--- src/rtl/rvj1_mem_arbiter_pkg.sv ---
// Shared definitions for the unified-memory arbiter: bus widths and the
// requester identifier that travels through the response-routing FIFO.
package rvj1_mem_arbiter_pkg;

    localparam int XLEN   = 32;
    localparam int NBYTES = XLEN / 8;

    // Requester identity: m0 is the instruction port, m1 the data port.
    typedef enum logic {
        ARB_M0 = 1'b0,
        ARB_M1 = 1'b1
    } arb_port_e;

    // Round-robin choice under contention: serve whoever was not served last.
    function automatic arb_port_e rr_pick(input arb_port_e last_served);
        return (last_served == ARB_M0) ? ARB_M1 : ARB_M0;
    endfunction

endpackage

--- src/rtl/rvj1_mem_arbiter_id_fifo.sv ---
// In-order FIFO of requester IDs. One entry per request accepted by the
// memory and not yet answered; the head names the owner of the next response.
module rvj1_id_fifo #(
    parameter int DEPTH = 2,
    parameter int WIDTH = 1
) (
    input  logic             clk_i,
    input  logic             rstn_i,
    input  logic             push_i,
    input  logic [WIDTH-1:0] push_data_i,
    input  logic             pop_i,
    output logic             full_o,
    output logic             empty_o,
    output logic [WIDTH-1:0] front_o
);

    // A one-deep FIFO still gets a one-bit pointer that simply never moves.
    localparam int PTR_W = (DEPTH > 1) ? $clog2(DEPTH) : 1;
    localparam int CNT_W = $clog2(DEPTH + 1);

    logic [PTR_W-1:0] wr_ptr_q;
    logic [PTR_W-1:0] rd_ptr_q;
    logic [CNT_W-1:0] count_q;
    logic [WIDTH-1:0] mem_q [DEPTH];

    logic do_push;
    logic do_pop;

    function automatic logic [PTR_W-1:0] ptr_inc(input logic [PTR_W-1:0] ptr);
        return (ptr == PTR_W'(DEPTH - 1)) ? '0 : ptr + 1'b1;
    endfunction

    assign full_o  = (count_q == CNT_W'(DEPTH));
    assign empty_o = (count_q == '0);
    assign front_o = mem_q[rd_ptr_q];

    assign do_push = push_i && !full_o;
    assign do_pop  = pop_i && !empty_o;

    // Pointer and occupancy bookkeeping; push and pop together leave count unchanged.
    always_ff @(posedge clk_i or negedge rstn_i) begin
        // NOTE: state registers use non-blocking assignment so every flop samples
        // pre-edge values regardless of statement order.
        if (!rstn_i) begin
            wr_ptr_q <= '0;
            rd_ptr_q <= '0;
            count_q  <= '0;
        end else begin
            if (do_push) wr_ptr_q <= ptr_inc(wr_ptr_q);
            if (do_pop)  rd_ptr_q <= ptr_inc(rd_ptr_q);
            case ({do_push, do_pop})
                2'b10:   count_q <= count_q + 1'b1;
                2'b01:   count_q <= count_q - 1'b1;
                default: count_q <= count_q;
            endcase
        end
    end

    // Entry storage.
    always_ff @(posedge clk_i) begin
        // NOTE: storage is deliberately not reset; entries are only read while
        // count_q says they hold valid data, so a reset would buy nothing.
        if (do_push) mem_q[wr_ptr_q] <= push_data_i;
    end

endmodule

--- src/rtl/rvj1_mem_arbiter.sv ---
// Two-requester arbiter sharing one valid-ready memory slave between the core's
// instruction port (m0) and data port (m1). Requests pass through a
// zero-latency mux; responses are steered back by an in-order ID FIFO.
module rvj1_mem_arbiter
    import rvj1_mem_arbiter_pkg::*;
#(
    parameter int MAX_OUTSTANDING = 2,
    parameter int ROUND_ROBIN     = 1
) (
    input  logic              clk_i,
    input  logic              rstn_i,

    input  logic [XLEN-1:0]   m0_req_addr_i,
    input  logic [XLEN-1:0]   m0_req_data_i,
    input  logic [NBYTES-1:0] m0_req_strobe_i,
    input  logic              m0_req_write_i,
    input  logic              m0_req_valid_i,
    output logic              m0_req_ready_o,
    output logic [XLEN-1:0]   m0_rsp_data_o,
    output logic              m0_rsp_error_o,
    output logic              m0_rsp_valid_o,
    input  logic              m0_rsp_ready_i,

    input  logic [XLEN-1:0]   m1_req_addr_i,
    input  logic [XLEN-1:0]   m1_req_data_i,
    input  logic [NBYTES-1:0] m1_req_strobe_i,
    input  logic              m1_req_write_i,
    input  logic              m1_req_valid_i,
    output logic              m1_req_ready_o,
    output logic [XLEN-1:0]   m1_rsp_data_o,
    output logic              m1_rsp_error_o,
    output logic              m1_rsp_valid_o,
    input  logic              m1_rsp_ready_i,

    output logic [XLEN-1:0]   s_req_addr_o,
    output logic [XLEN-1:0]   s_req_data_o,
    output logic [NBYTES-1:0] s_req_strobe_o,
    output logic              s_req_write_o,
    output logic              s_req_valid_o,
    input  logic              s_req_ready_i,
    input  logic [XLEN-1:0]   s_rsp_data_i,
    input  logic              s_rsp_error_i,
    input  logic              s_rsp_valid_i,
    output logic              s_rsp_ready_o,

    output logic              err_unexp_rsp_o
);

    logic      fifo_full;
    logic      fifo_empty;
    logic      head_raw;
    arb_port_e head_id;

    logic      lock_q;
    arb_port_e lock_id_q;
    arb_port_e last_served_q;
    logic      err_q;

    logic      elig0;
    logic      elig1;
    logic      grant_valid;
    arb_port_e grant_id;
    logic      sel_m1;
    logic      req_hs;
    logic      rsp_pop;
    logic      rsp_unexp;

    // Full is taken from the registered count only, so a response pop never
    // combinationally reopens the request path.
    assign elig0 = m0_req_valid_i && !fifo_full;
    assign elig1 = m1_req_valid_i && !fifo_full;

    // Grant selection: a stalled request keeps its port until the handshake.
    always_comb begin
        // NOTE: every combinational output gets a default first so no path
        // through the if/else chain leaves a latch behind.
        grant_valid = 1'b0;
        grant_id    = ARB_M0;
        if (lock_q) begin
            grant_valid = 1'b1;
            grant_id    = lock_id_q;
        end else if (elig0 && elig1) begin
            grant_valid = 1'b1;
            grant_id    = (ROUND_ROBIN != 0) ? rr_pick(last_served_q) : ARB_M1;
        end else if (elig1) begin
            grant_valid = 1'b1;
            grant_id    = ARB_M1;
        end else if (elig0) begin
            grant_valid = 1'b1;
            grant_id    = ARB_M0;
        end
    end

    assign sel_m1 = (grant_id == ARB_M1);

    // Request mux toward memory; valid and ready are forced low during reset.
    assign s_req_valid_o  = rstn_i && grant_valid;
    assign s_req_addr_o   = sel_m1 ? m1_req_addr_i   : m0_req_addr_i;
    assign s_req_data_o   = sel_m1 ? m1_req_data_i   : m0_req_data_i;
    assign s_req_strobe_o = sel_m1 ? m1_req_strobe_i : m0_req_strobe_i;
    assign s_req_write_o  = sel_m1 ? m1_req_write_i  : m0_req_write_i;

    assign req_hs         = s_req_valid_o && s_req_ready_i;
    assign m0_req_ready_o = req_hs && !sel_m1;
    assign m1_req_ready_o = req_hs && sel_m1;

    // Response data and error are broadcast; only valid is steered.
    assign m0_rsp_data_o  = s_rsp_data_i;
    assign m1_rsp_data_o  = s_rsp_data_i;
    assign m0_rsp_error_o = s_rsp_error_i;
    assign m1_rsp_error_o = s_rsp_error_i;

    assign head_id = arb_port_e'(head_raw);

    // Response steering to the FIFO head; stray responses are swallowed.
    always_comb begin
        m0_rsp_valid_o = 1'b0;
        m1_rsp_valid_o = 1'b0;
        s_rsp_ready_o  = 1'b0;
        if (rstn_i) begin
            if (fifo_empty) begin
                s_rsp_ready_o = 1'b1;
            end else if (head_id == ARB_M1) begin
                m1_rsp_valid_o = s_rsp_valid_i;
                s_rsp_ready_o  = m1_rsp_ready_i;
            end else begin
                m0_rsp_valid_o = s_rsp_valid_i;
                s_rsp_ready_o  = m0_rsp_ready_i;
            end
        end
    end

    assign rsp_pop   = s_rsp_valid_i && s_rsp_ready_o && !fifo_empty;
    assign rsp_unexp = s_rsp_valid_i && fifo_empty;

    // Lock, fairness history and the sticky unexpected-response flag.
    always_ff @(posedge clk_i or negedge rstn_i) begin
        if (!rstn_i) begin
            lock_q        <= 1'b0;
            lock_id_q     <= ARB_M0;
            last_served_q <= ARB_M1;
            err_q         <= 1'b0;
        end else begin
            if (req_hs) begin
                lock_q        <= 1'b0;
                last_served_q <= grant_id;
            end else if (s_req_valid_o) begin
                lock_q    <= 1'b1;
                lock_id_q <= grant_id;
            end
            if (rsp_unexp) err_q <= 1'b1;
        end
    end

    assign err_unexp_rsp_o = err_q;

    rvj1_id_fifo #(
        .DEPTH (MAX_OUTSTANDING),
        .WIDTH (1)
    ) u_id_fifo (
        .clk_i       (clk_i),
        .rstn_i      (rstn_i),
        .push_i      (req_hs),
        .push_data_i (grant_id),
        .pop_i       (rsp_pop),
        .full_o      (fifo_full),
        .empty_o     (fifo_empty),
        .front_o     (head_raw)
    );

endmodule

--- config.mk ---
export PLATFORM = sky130hd
export DESIGN_NAME = rvj1_mem_arbiter
export DESIGN_NICKNAME = d
export VERILOG_FILES = /design/src/rtl/rvj1_mem_arbiter_pkg.sv /design/src/rtl/rvj1_mem_arbiter_id_fifo.sv /design/src/rtl/rvj1_mem_arbiter.sv
export SDC_FILE = /design/constraint.sdc
export NUM_CORES = 1
export LEC_CHECK = 0
export ABC_AREA = 1
export ABC_CLOCK_PERIOD_IN_PS = 4650
export CAP_MARGIN = 40
export CELL_PAD_IN_SITES_DETAIL_PLACEMENT = 0
export CELL_PAD_IN_SITES_GLOBAL_PLACEMENT = 1
export CORE_AREA = 3 3 151 109
export DETAILED_ROUTE_END_ITERATION = 12
export DIE_AREA = 0 0 154 112
export GPL_TIMING_DRIVEN = 0
export HOLD_SLACK_MARGIN = 0.05
export PLACE_DENSITY = 0.95
export SLEW_MARGIN = 20
export SYNTH_ARGS = -nofsm -noshare
export SYNTH_HDL_FRONTEND = slang
export SYNTH_SLANG_ARGS = --single-unit
--- constraint.sdc ---
create_clock -name clk_i -period 4.65 [get_ports clk_i]
set_clock_uncertainty 0.1 [all_clocks]
set_input_delay 1.395 -clock clk_i [delete_from_list [all_inputs] [get_ports clk_i]]
set_output_delay 1.395 -clock clk_i [all_outputs]
set_load 0.01 [all_outputs]
==> results of run 1 <==
[layer usage]
metal	routed length, um	share of wire	vias up
met5	0	0	-
met3	619	0.059	2
met4	41	0.0039	0
met1	4530	0.43	1261
li1	-	-	1596
met2	5360	0.51	107
[power by group]
part	leakage (nW)	switching, mW	internal [mW]
Combinational	2.63	0.751	0.772
Sequential	0.110	0.0255	0.127
Clock	0.0385	0.0366	0.112
Total	2.78	0.813	1.01
[final cells by class]
class | count | area, um2 | area share
Buffer | 81 | 674 | 0.129
Clock buffer | 3 | 75.1 | 0.0144
Clock inverter | 1 | 3.75 | 0.000719
Inverter | 15 | 58.8 | 0.0113
Multi-Input combinational cell | 256 | 1020 | 0.195
Sequential cell | 10 | 262 | 0.0501
Tap cell | 200 | 250 | 0.0479
Timing Repair Buffer | 288 | 2880 | 0.552
[flip-flops by register name, summed over array words and instances, names as in the netlist]
signal              cells
err_unexp_rsp_o         1
last_served_q           1
lock_id_q               1
lock_q                  1
u_id_fifo.count_q       2
u_id_fifo.mem_q         2
u_id_fifo.rd_ptr_q      1
u_id_fifo.wr_ptr_q      1
[per-stage QoR]
step | setup TNS [ns] | cell area (um2) | instances
after global routing | 0 | 5220 | 854
final | 0 | 5220 | 854
after global placement | -5.24 | 5080 | 849
after CTS | 0 | 5170 | 854
after detailed placement | -4.97 | 5080 | 849
after floorplan | 0 | 1960 | 362
[final timing paths]
kind | endpoint | cells past startpoint | slack (ns) | from
max | s_req_data_o[14] | 9 | 0.12 | m0_req_valid_i
min | last_served_q | 2 | 0.36 | last_served_q
max reg2reg | u_id_fifo.count_q[1] | 10 | 2.80 | u_id_fifo.rd_ptr_q
min reg2reg | last_served_q | 2 | 0.36 | last_served_q
max in group asynchronous | last_served_q | 1 | 2.95 | rstn_i
min in group asynchronous | err_unexp_rsp_o | 1 | 1.14 | rstn_i
[cell usage in the layout, fill, tap and decap left out, types with 2 or more instances in the layout]
cell type,instances
a21oi_1,2
buf_12,2
buf_4,69
buf_6,9
clkbuf_16,3
clkdlybuf4s50_1,215
dfrtp_1,7
dlygate4sd2_1,52
dlymetal6s2s_1,19
edfxtp_1,2
inv_1,13
nand2_1,228
nand3_1,3
nand4_1,2
nor2_1,9
o21ai_0,5
xnor2_1,2
[cell families (layout without fill, tap and decap cells)]
kind of cell             after synthesis  after routing  share of synthesized area
buffers and inverters                 96            388                      0.351
AND/OR/NAND/NOR                      244            244                      0.474
adder cells (fa/ha/maj)                1              1                    0.00638
XOR/XNOR                               2              2                    0.00893
AO/OA/AOI/OAI                          9              9                     0.0261
flip-flops                            10             10                      0.133
[critical path, cell delays in order]
cell and delay [ns]:
clkdlybuf4s50_1 0.43, a21oi_1 0.13, nand3_1 0.13, nand2_4 0.13, bufbuf_16 0.27, buf_6 0.14, nand2_1 0.05, nand2_1 0.06
dlygate4sd2_1 0.28
[repair_timing]
item / CTS / global route
buffers inserted: 0 / 0
cloned: 1 / 0
resized for setup: 65 / 23
setup endpoints to repair: 73 / 20
==> flow_summary_export.csv, run 1 <==
group,metric,value,unit
status,status,"complete, no violations",
grt,track_usage,0.109,
grt,grt_pass1_vias,2840,
logic_synthesis,syn_inst,362,
timing,hold_viol,0,
logic_synthesis,avgSynthCellArea,5.42,um2
pwr,p_leak,2.78,nW
clock_network,htree_levels,1,
cells_and_area,fin_nets,835,
grt,overflow,0,
timing,hold_ws,0.364,ns
timing,fmax,221,MHz
floorplan,rows,38,
pwr,max-vdd-ir-drop,0.137,mV
cells_and_area,area_growth,166,%
cells_and_area,fillers,1657,
grt,busiest_layer,"met2",
pwr,p_per_area,349,nW/um2
clock_network,cts.clk_slew.worst_paths,0.04,ns
logic_synthesis,synth_async_sr_flop_share,0.800,
routing,vias,2966,
floorplan,io_pins,321,
routing,totalWireLength,10500,um
clock_network,clkLatencyLatePin,0.23,ns
clock_network,cts_tree,"done",
cells_and_area,fin_util,0.342,
grt,grt_pass1_wl,15400,um
timing,setup_viol,0,
logic_synthesis,syn_area,1960,um2
logic_synthesis,ys_warn_count,0,
timing,rsz0062_at_grt,"false",
pwr,power.total,1.83,mW
clock_network,cts_inserted_buffers,3,
timing,min_period,4.53,ns
critical_path,worstSetupStartpointType,"input port",
timing,fin_ws,0.124,ns
clock_network,root_buffer,"clkbuf_16",
logic_synthesis,synth_enable_flop_cells,2,
logic_synthesis,synth_top_cell_by_area,"nand2_1",
logic_synthesis,ys_seq_area_frac,0.133,
floorplan,coreArea,15300,um2
grt,gr-usage-met2,0.187,
critical_path,crit_arrival,3.03,ns
critical_path,critPathCaptureType,"output port",
place,dp_hpwl,9110,um
logic_synthesis,yosysUniqueCellTypes,19,
cells_and_area,insertedDiodeCount,0,
routing,wl_per_cell,12.3,um
floorplan,start_util,0.129,
routing,viasPerCell,3.47,
flow_run,cap_violations,0,
routing,drc,0,
routing,dr.pass1.iters,4,
grt,grtUsageMet3,0.0163,
critical_path,crit_type,"input port to output port",
grt,met1_usage,0.150,
routing,drt_iter0_drc,163,
logic_synthesis,yosysTopAreaCellShare,0.436,
timing,drv_slew,0,
logic_synthesis,synth_most_common_cell,"nand2_1",
grt,grt_max_degree,14,
clock_network,clockBufferDepth,2,
clock_network,cts_sinks,10,
grt,antenna_found_initial,0,
floorplan,die_h,112,um
logic_synthesis,synth_nets,542,
timing,tightest_slew,0.511,ns
cells_and_area,drive_above_1_share,0.141,
critical_path,crit_required,3.15,ns
routing,postRouteAntennaNets,0,
logic_synthesis,synth_common_cells,"nand2_1, buf_4, inv_1, buf_6, nor2_1",
timing,slew_headroom,0.659,
place,port_buffers,287,
logic_synthesis,ys_ff_latch,10,
place,pre_cts_ws,-0.183,ns
clock_network,postCtsHoldBufs,0,
floorplan,die_w,154,um
logic_synthesis,synth_area_leaders,"nand2_1, buf_4, dfrtp_1, buf_6, edfxtp_1",
critical_path,crit_fanout,11,
logic_synthesis,ys.flop_type,"dfrtp_1",
place,routabilityCongestion,0.744,
worst_hold_path,hp-class,"flip-flop to flip-flop",
timing,period_share,0.973,
floorplan,dieArea,17200,um2
(Power assumes the default switching activity.)
==> inputs of run 2 (changes only) <==
- CORE_AREA: 3 3 151 109 -> 2 2 150 108
- DIE_AREA: 0 0 154 112 -> 0 0 152 110
- MAX_ROUTING_LAYER: not set -> met4
==> run 2 against run 1 <==
  * Design area grew 0.26%
  * Sequential share of layout area is essentially flat
  * Via count shrank 0.13%
  * Cell count grew 0.23%
  * Total power shrank 0.99%
  * Non-clock buffer count grew 2
  * Flip-flop and latch count is the same
  * Worst setup slack gained 0.013 ns
  * Die area shrank 3.1%
  * Critical path type unchanged
  * Register-to-register slack gained 0.03 ns
==> flow_summary_export.csv, run 2 (synthesis results as in run 1) <==
group,metric,value,unit
clock_network,root_buffer,"clkbuf_16",
clock_network,cts_inserted_buffers,3,
routing,vias,2962,
clock_network,htree_levels,1,
critical_path,crit_required,3.15,ns
floorplan,dieArea,16700,um2
floorplan,coreArea,15300,um2
timing,period_share,0.970,
place,port_buffers,287,
floorplan,die_h,110,um
floorplan,rows,38,
worst_hold_path,hp-class,"flip-flop to flip-flop",
critical_path,slowest_delay,0.54,ns
timing,tightest_slew,0.515,ns
place,pre_cts_ws,-0.145,ns
cells_and_area,final_cell_mix,"nand2_1, clkdlybuf4s50_1, buf_4",
timing,fin_ws,0.137,ns
timing,fmax,222,MHz
routing,drt_iter0_drc,137,
clock_network,clockBufferDepth,2,
place,dpl_cell_area,5080,um2
grt,track_usage,0.106,
grt,grt_max_degree,14,
critical_path,crit_arrival,3.02,ns
cells_and_area,drive_above_1_share,0.143,
timing,rsz0062_at_grt,"false",
critical_path,crit_chain,"clkdlybuf4s50_1 -> inv_1 -> nand2_1 -> nand2_1 -> nand2_1 -> nand2_1 -> nor2_2 -> nand2_1 -> inv_1 -> clkdlybuf4s50_1",
clock_network,cts.clk_slew.worst_paths,0.04,ns
grt,antenna_found_initial,0,
timing,slew_headroom,0.657,
timing,min_period,4.51,ns
routing,postRouteAntennaNets,0,
flow_run,cap_violations,0,
timing,hold_ws,0.360,ns
clock_network,clkLatencyLatePin,0.23,ns
routing,wl_per_cell,11.9,um
routing,drc,0,
pwr,p_leak,2.83,nW
timing,hold_viol,0,
critical_path,worstSetupStartpointType,"input port",
cells_and_area,stdcell_area,5240,um2
routing,totalWireLength,10200,um
cells_and_area,insertedDiodeCount,0,
critical_path,critPathCaptureType,"output port",
pwr,p_per_area,345,nW/um2
critical_path,cpMostUsedCell,"nand2_1",
cells_and_area,top_regs,"u_id_fifo.count_q (2), u_id_fifo.mem_q (2)",
place,dp_cells,849,
floorplan,die_w,152,um
timing,fin_tns_setup,0,ns
routing,viasPerCell,3.46,
clock_network,postCtsHoldBufs,0,
pwr,max-vdd-ir-drop,0.151,mV
critical_path,critical-path-top-delay-family,"buffers and inverters",
grt,grt_pass1_vias,2699,
critical_path,crit_type,"input port to output port",
clock_network,cts_sinks,10,
grt,grt_pass1_wl,14000,um
grt,overflow,0,
cells_and_area,fin_nets,837,
timing,drv_slew,0,
place,routabilityCongestion,0.742,
cells_and_area,final_common_cell,"nand2_1",
routing,dr.pass1.iters,4,
critical_path,slowest_stage,"clkdlybuf4s50_1",
clock_network,cts_tree,"done",
status,status,"complete, no violations",
timing,setup_viol,0,
cells_and_area,final_cells,856,
critical_path,cp_num_buf_inv,4,
place,dp_hpwl,8940,um
floorplan,start_util,0.129,
critical_path,crit_fanout,2,
floorplan,io_pins,321,
cells_and_area,area_growth,167,%
## run 2: repair_timing
item                                    CTS  global route
gates resized for setup                  55            28
endpoints found under the setup margin   70            27
setup buffers                             0             3
## run 2: report_power, final
group / internal [mW] / switching (mW)
combinational: 0.764 / 0.739
sequential: 0.127 / 0.0259
clock: 0.114 / 0.0360
## run 2: cell type report
type / instances / area (um2)
repair buffers: 290 / 2910
flip-flops and latches: 10 / 262
multi-input cells: 256 / 1010
fillers: 1644 / 10000
inverters: 15 / 58.8
well taps: 200 / 250
clock buffers: 4 / 78.8
plain buffers: 81 / 667
## run 2: per-stage QoR
step / total power [mW] / util
floorplan: 0.889 / -
global placement: 1.76 / 0.333
detailed placement: 1.77 / 0.333
CTS: 1.85 / 0.337
global route: 1.98 / 0.343
finish: 1.81 / 0.343
## run 2: routing by layer
| layer | up-vias | part of all wire | global-route usage |
|---|---|---|---|
| met5 | - | 0 | - |
| met4 | 0 | 0.0028 | 0.0107 |
| met3 | 2 | 0.060 | 0.0133 |
| met2 | 117 | 0.48 | 0.168 |
| met1 | 1242 | 0.46 | 0.150 |
| li1 | 1601 | - | - |
## run 2: path summary, 6_finish.rpt
check                                     start  slack, ns  depth (start not counted)              endpoint
max                              m0_req_valid_i       0.14                         10        m1_req_ready_o
min                               last_served_q       0.36                          2         last_served_q
max reg2reg                u_id_fifo.count_q[0]       2.83                          9  u_id_fifo.count_q[1]
min reg2reg                       last_served_q       0.36                          2         last_served_q
max in group asynchronous                rstn_i       2.98                          1         last_served_q
min in group asynchronous                rstn_i       1.11                          1  u_id_fifo.count_q[1]
## run 2: worst register-to-register path, cell delays in order, from the launching register on
cell	delay, ns
dfrtp_1	0.42
inv_2	0.05
nand2_2	0.09
nand2_1	0.09
nand2_1	0.09
nand4_1	0.15
ha_1	0.36
a21oi_1	0.11
o21ai_0	0.11
xnor2_1	0.14
==> inputs of run 3 (changes only) <==
- CORE_AREA: 2 2 150 108 -> 2 2 152 109
- DIE_AREA: 0 0 152 110 -> 0 0 154 111
- SLEW_MARGIN: 20 -> not set
- SYNTH_HIERARCHICAL: not set -> 1
==> run 3 against run 2 <==
  * Register-to-register slack got worse by 0.28 ns
  * First-iteration DRC count fell by 17%
  * Flip-flop and latch count did not move
  * Critical path depth did not move
  * Die area rose by 2.2%
  * Highest routed layer unchanged
  * Largest cell class unchanged
  * Total power fell by 9.8%
  * Critical path type unchanged
  * Cell count rose by 1.4%
  * Clock power barely moved
  * Non-clock buffer count rose by 1
  * Sequential share of layout area fell by 0.093 points
  * Sequential power fell by 5%
  * Routed wire length rose by 3.2%
==> flow_summary_export.csv, run 3 <==
group,metric,value,unit
pwr,p_per_area,306,nW/um2
pwr,p_leak,2.95,nW
logic_synthesis,ys_seq_area_frac,0.131,
critical_path,reg2reg_to,"u_id_fifo/count_q[1]",
clock_network,cts_inserted_buffers,3,
pwr,clkPwrFrac,0.093,
clock_network,cts_tree,"done",
floorplan,dieArea,17100,um2
floorplan,coreArea,15900,um2
pwr,p_sw,0.711,mW
grt,track_usage,0.118,
critical_path,critPathCaptureType,"output port",
cells_and_area,final_cells,868,
critical_path,crit_fanout,10,
place,pre_cts_ws,-0.144,ns
pwr,swShare,0.436,
logic_synthesis,synth_area_leaders,"nand2_1, buf_4, dfrtp_1, buf_6, inv_1",
routing,postRouteAntennaNets,0,
timing,tightest_slew,0.567,ns
worst_hold_path,hp-start,"err_unexp_rsp_o",
timing,slew_headroom,0.622,
place,dp_hpwl,9040,um
timing,fmax,225,MHz
logic_synthesis,yosysUniqueCellTypes,22,
critical_path,crit_arrival,2.96,ns
clock_network,root_buffer,"clkbuf_16",
routing,viasPerCell,3.53,
routing,drc,0,
cells_and_area,area_growth,166,%
floorplan,rows,39,
logic_synthesis,ys_warn_count,6,
critical_path,crit_type,"input port to output port",
pwr,max-vdd-ir-drop,0.143,mV
critical_path,crit_required,3.15,ns
logic_synthesis,synth_nets,545,
timing,fin_tns_setup,0,ns
routing,dr.pass1.iters,4,
routing,totalWireLength,10500,um
grt,grt_pass1_vias,2894,
logic_synthesis,yosysTopAreaCellShare,0.425,
timing,hold_viol,0,
floorplan,start_util,0.126,
logic_synthesis,synth_most_common_cell,"nand2_1",
grt,grt_pass1_wl,15600,um
timing,drv_slew,0,
logic_synthesis,syn_inst,365,
routing,vias,3061,
logic_synthesis,ys.flop_type,"dfrtp_1",
floorplan,die_h,111,um
clock_network,htree_levels,1,
logic_synthesis,ys_ff_latch,10,
clock_network,clockBufferDepth,2,
critical_path,ff2ff_path_depth,13,
grt,antenna_found_initial,1,
routing,wl_per_cell,12.1,um
clock_network,cts_sinks,10,
timing,period_share,0.958,
pwr,pwr-share-seq,0.089,
grt,grt_max_degree,15,
logic_synthesis,avgSynthCellArea,5.49,um2
grt,overflow,0,
critical_path,worstSetupStartpointType,"input port",
pwr,intPower,0.919,mW
clock_network,clkLatencyLatePin,0.23,ns
cells_and_area,fillers,1687,
worst_hold_path,holdPathEnd,"err_unexp_rsp_o",
cells_and_area,final_common_cell,"nand2_1",
floorplan,io_pins,321,
place,dpl_cell_area,5130,um2
place,routabilityCongestion,0.786,
place,dp_cells,857,
timing,hold_ws,0.366,ns
routing,drt_iter0_drc,114,
pwr,combPwrFrac,0.818,
timing,fin_ws,0.197,ns
status,status,"complete, no violations",
critical_path,r2r_slack,2.55,ns
logic_synthesis,synth_enable_flop_cells,2,
worst_hold_path,hp-class,"flip-flop to flip-flop",
cells_and_area,fin_nets,843,
logic_synthesis,synth_common_cells,"nand2_1, buf_4, inv_1, buf_6, nand3_1",
clock_network,cts.clk_slew.worst_paths,0.04,ns
logic_synthesis,synth_async_sr_flop_share,0.800,
cells_and_area,final_cell_mix,"nand2_1, clkdlybuf4s50_1, buf_4",
cells_and_area,drive_above_1_share,0.151,
timing,min_period,4.45,ns
timing,setup_viol,0,
place,port_buffers,287,
worst_hold_path,whs_path_depth,1,
logic_synthesis,synth_top_cell_by_area,"nand2_1",
cells_and_area,top_regs,"u_id_fifo/count_q (2), u_id_fifo/mem_q (2)",
critical_path,r2r-start,"u_id_fifo/count_q[1]",
timing,rsz0062_at_grt,"false",
floorplan,die_w,154,um
logic_synthesis,syn_area,2000,um2
cells_and_area,stdcell_area,5340,um2
flow_run,cap_violations,0,
## run 3: worst max path at each step
| stage | start | endpoint | slack [ns] | cells past startpoint |
|---|---|---|---|---|
| global placement | m1_req_valid_i | s_req_data_o[23] | -0.13 | 9 |
| detailed placement | rstn_i | m0_req_ready_o | -0.14 | 4 |
| floorplan | m0_req_valid_i | s_req_data_o[26] | 1.10 | 8 |
| CTS | m1_req_valid_i | s_req_addr_o[23] | 0.003 | 9 |
| global route | m0_req_valid_i | s_req_addr_o[17] | 0.10 | 10 |
| finish | m0_req_valid_i | s_req_addr_o[17] | 0.20 | 10 |
## run 3: per-layer routing
metal | vias to the layer above | wire length [um] | track usage
met5 | - | 0 | -
met4 | 0 | 34 | 0.0106
met3 | 2 | 599 | 0.0188
met2 | 115 | 5240 | 0.202
met1 | 1323 | 4630 | 0.152
li1 | 1621 | - | -
## run 3: area by class of cell
class,count,area [um2],area share
clock inverters,1,3.75,0.000704
diodes,1,2.50,0.000469
inverters,19,83.8,0.0157
well taps,205,256,0.0481
clock buffers,3,75.1,0.0141
plain buffers,78,654,0.123
flip-flops and latches,10,262,0.0490
repair buffers,294,2960,0.555
multi-input cells,257,1040,0.194
## run 3: power by group through the flow
stage	clock network (mW)	logic (mW)	registers, mW
2_1_floorplan	0	0.654	0.142
3_3_place_gp	0	1.40	0.146
3_5_place_dp	0	1.40	0.147
4_1_cts	0.155	1.38	0.146
5_1_grt	0.161	1.47	0.149
6_report	0.151	1.33	0.145
## run 3: cells by family (layout without fill, tap and decap cells)
group	count (synthesis)	after routing	share of synthesized area
other cells	0	1	0
fa+ha+maj	1	1	0.00625
flops	10	10	0.131
simple gates	248	249	0.482
compound gates	6	6	0.0181
buf+inv	99	395	0.359
xor+xnor	1	1	0.00437
## run 3: per-stage QoR
step	total power, mW	utilization
after floorplan	0.796	-
after global placement	1.54	0.324
after detailed placement	1.55	0.324
after CTS	1.68	0.330
after global routing	1.78	0.336
final	1.63	0.336
## run 3: critical path, stage by stage
cell and delay (ns):
clkdlybuf4s50_1 0.47, nand2_1 0.05, nand3_1 0.08, nand2_2 0.11, nand2_4 0.14, clkinv_8 0.10
buf_8 0.15, nand2_1 0.05, nand2_1 0.09, dlygate4sd2_1 0.31
## run 3: timing repair
item                       CTS  global route
pin swaps                    2             2
hold buffers                 0             0
setup endpoints to repair   62            32
resized for setup           49            36
gates cloned                 1             0
buffers inserted             6             1
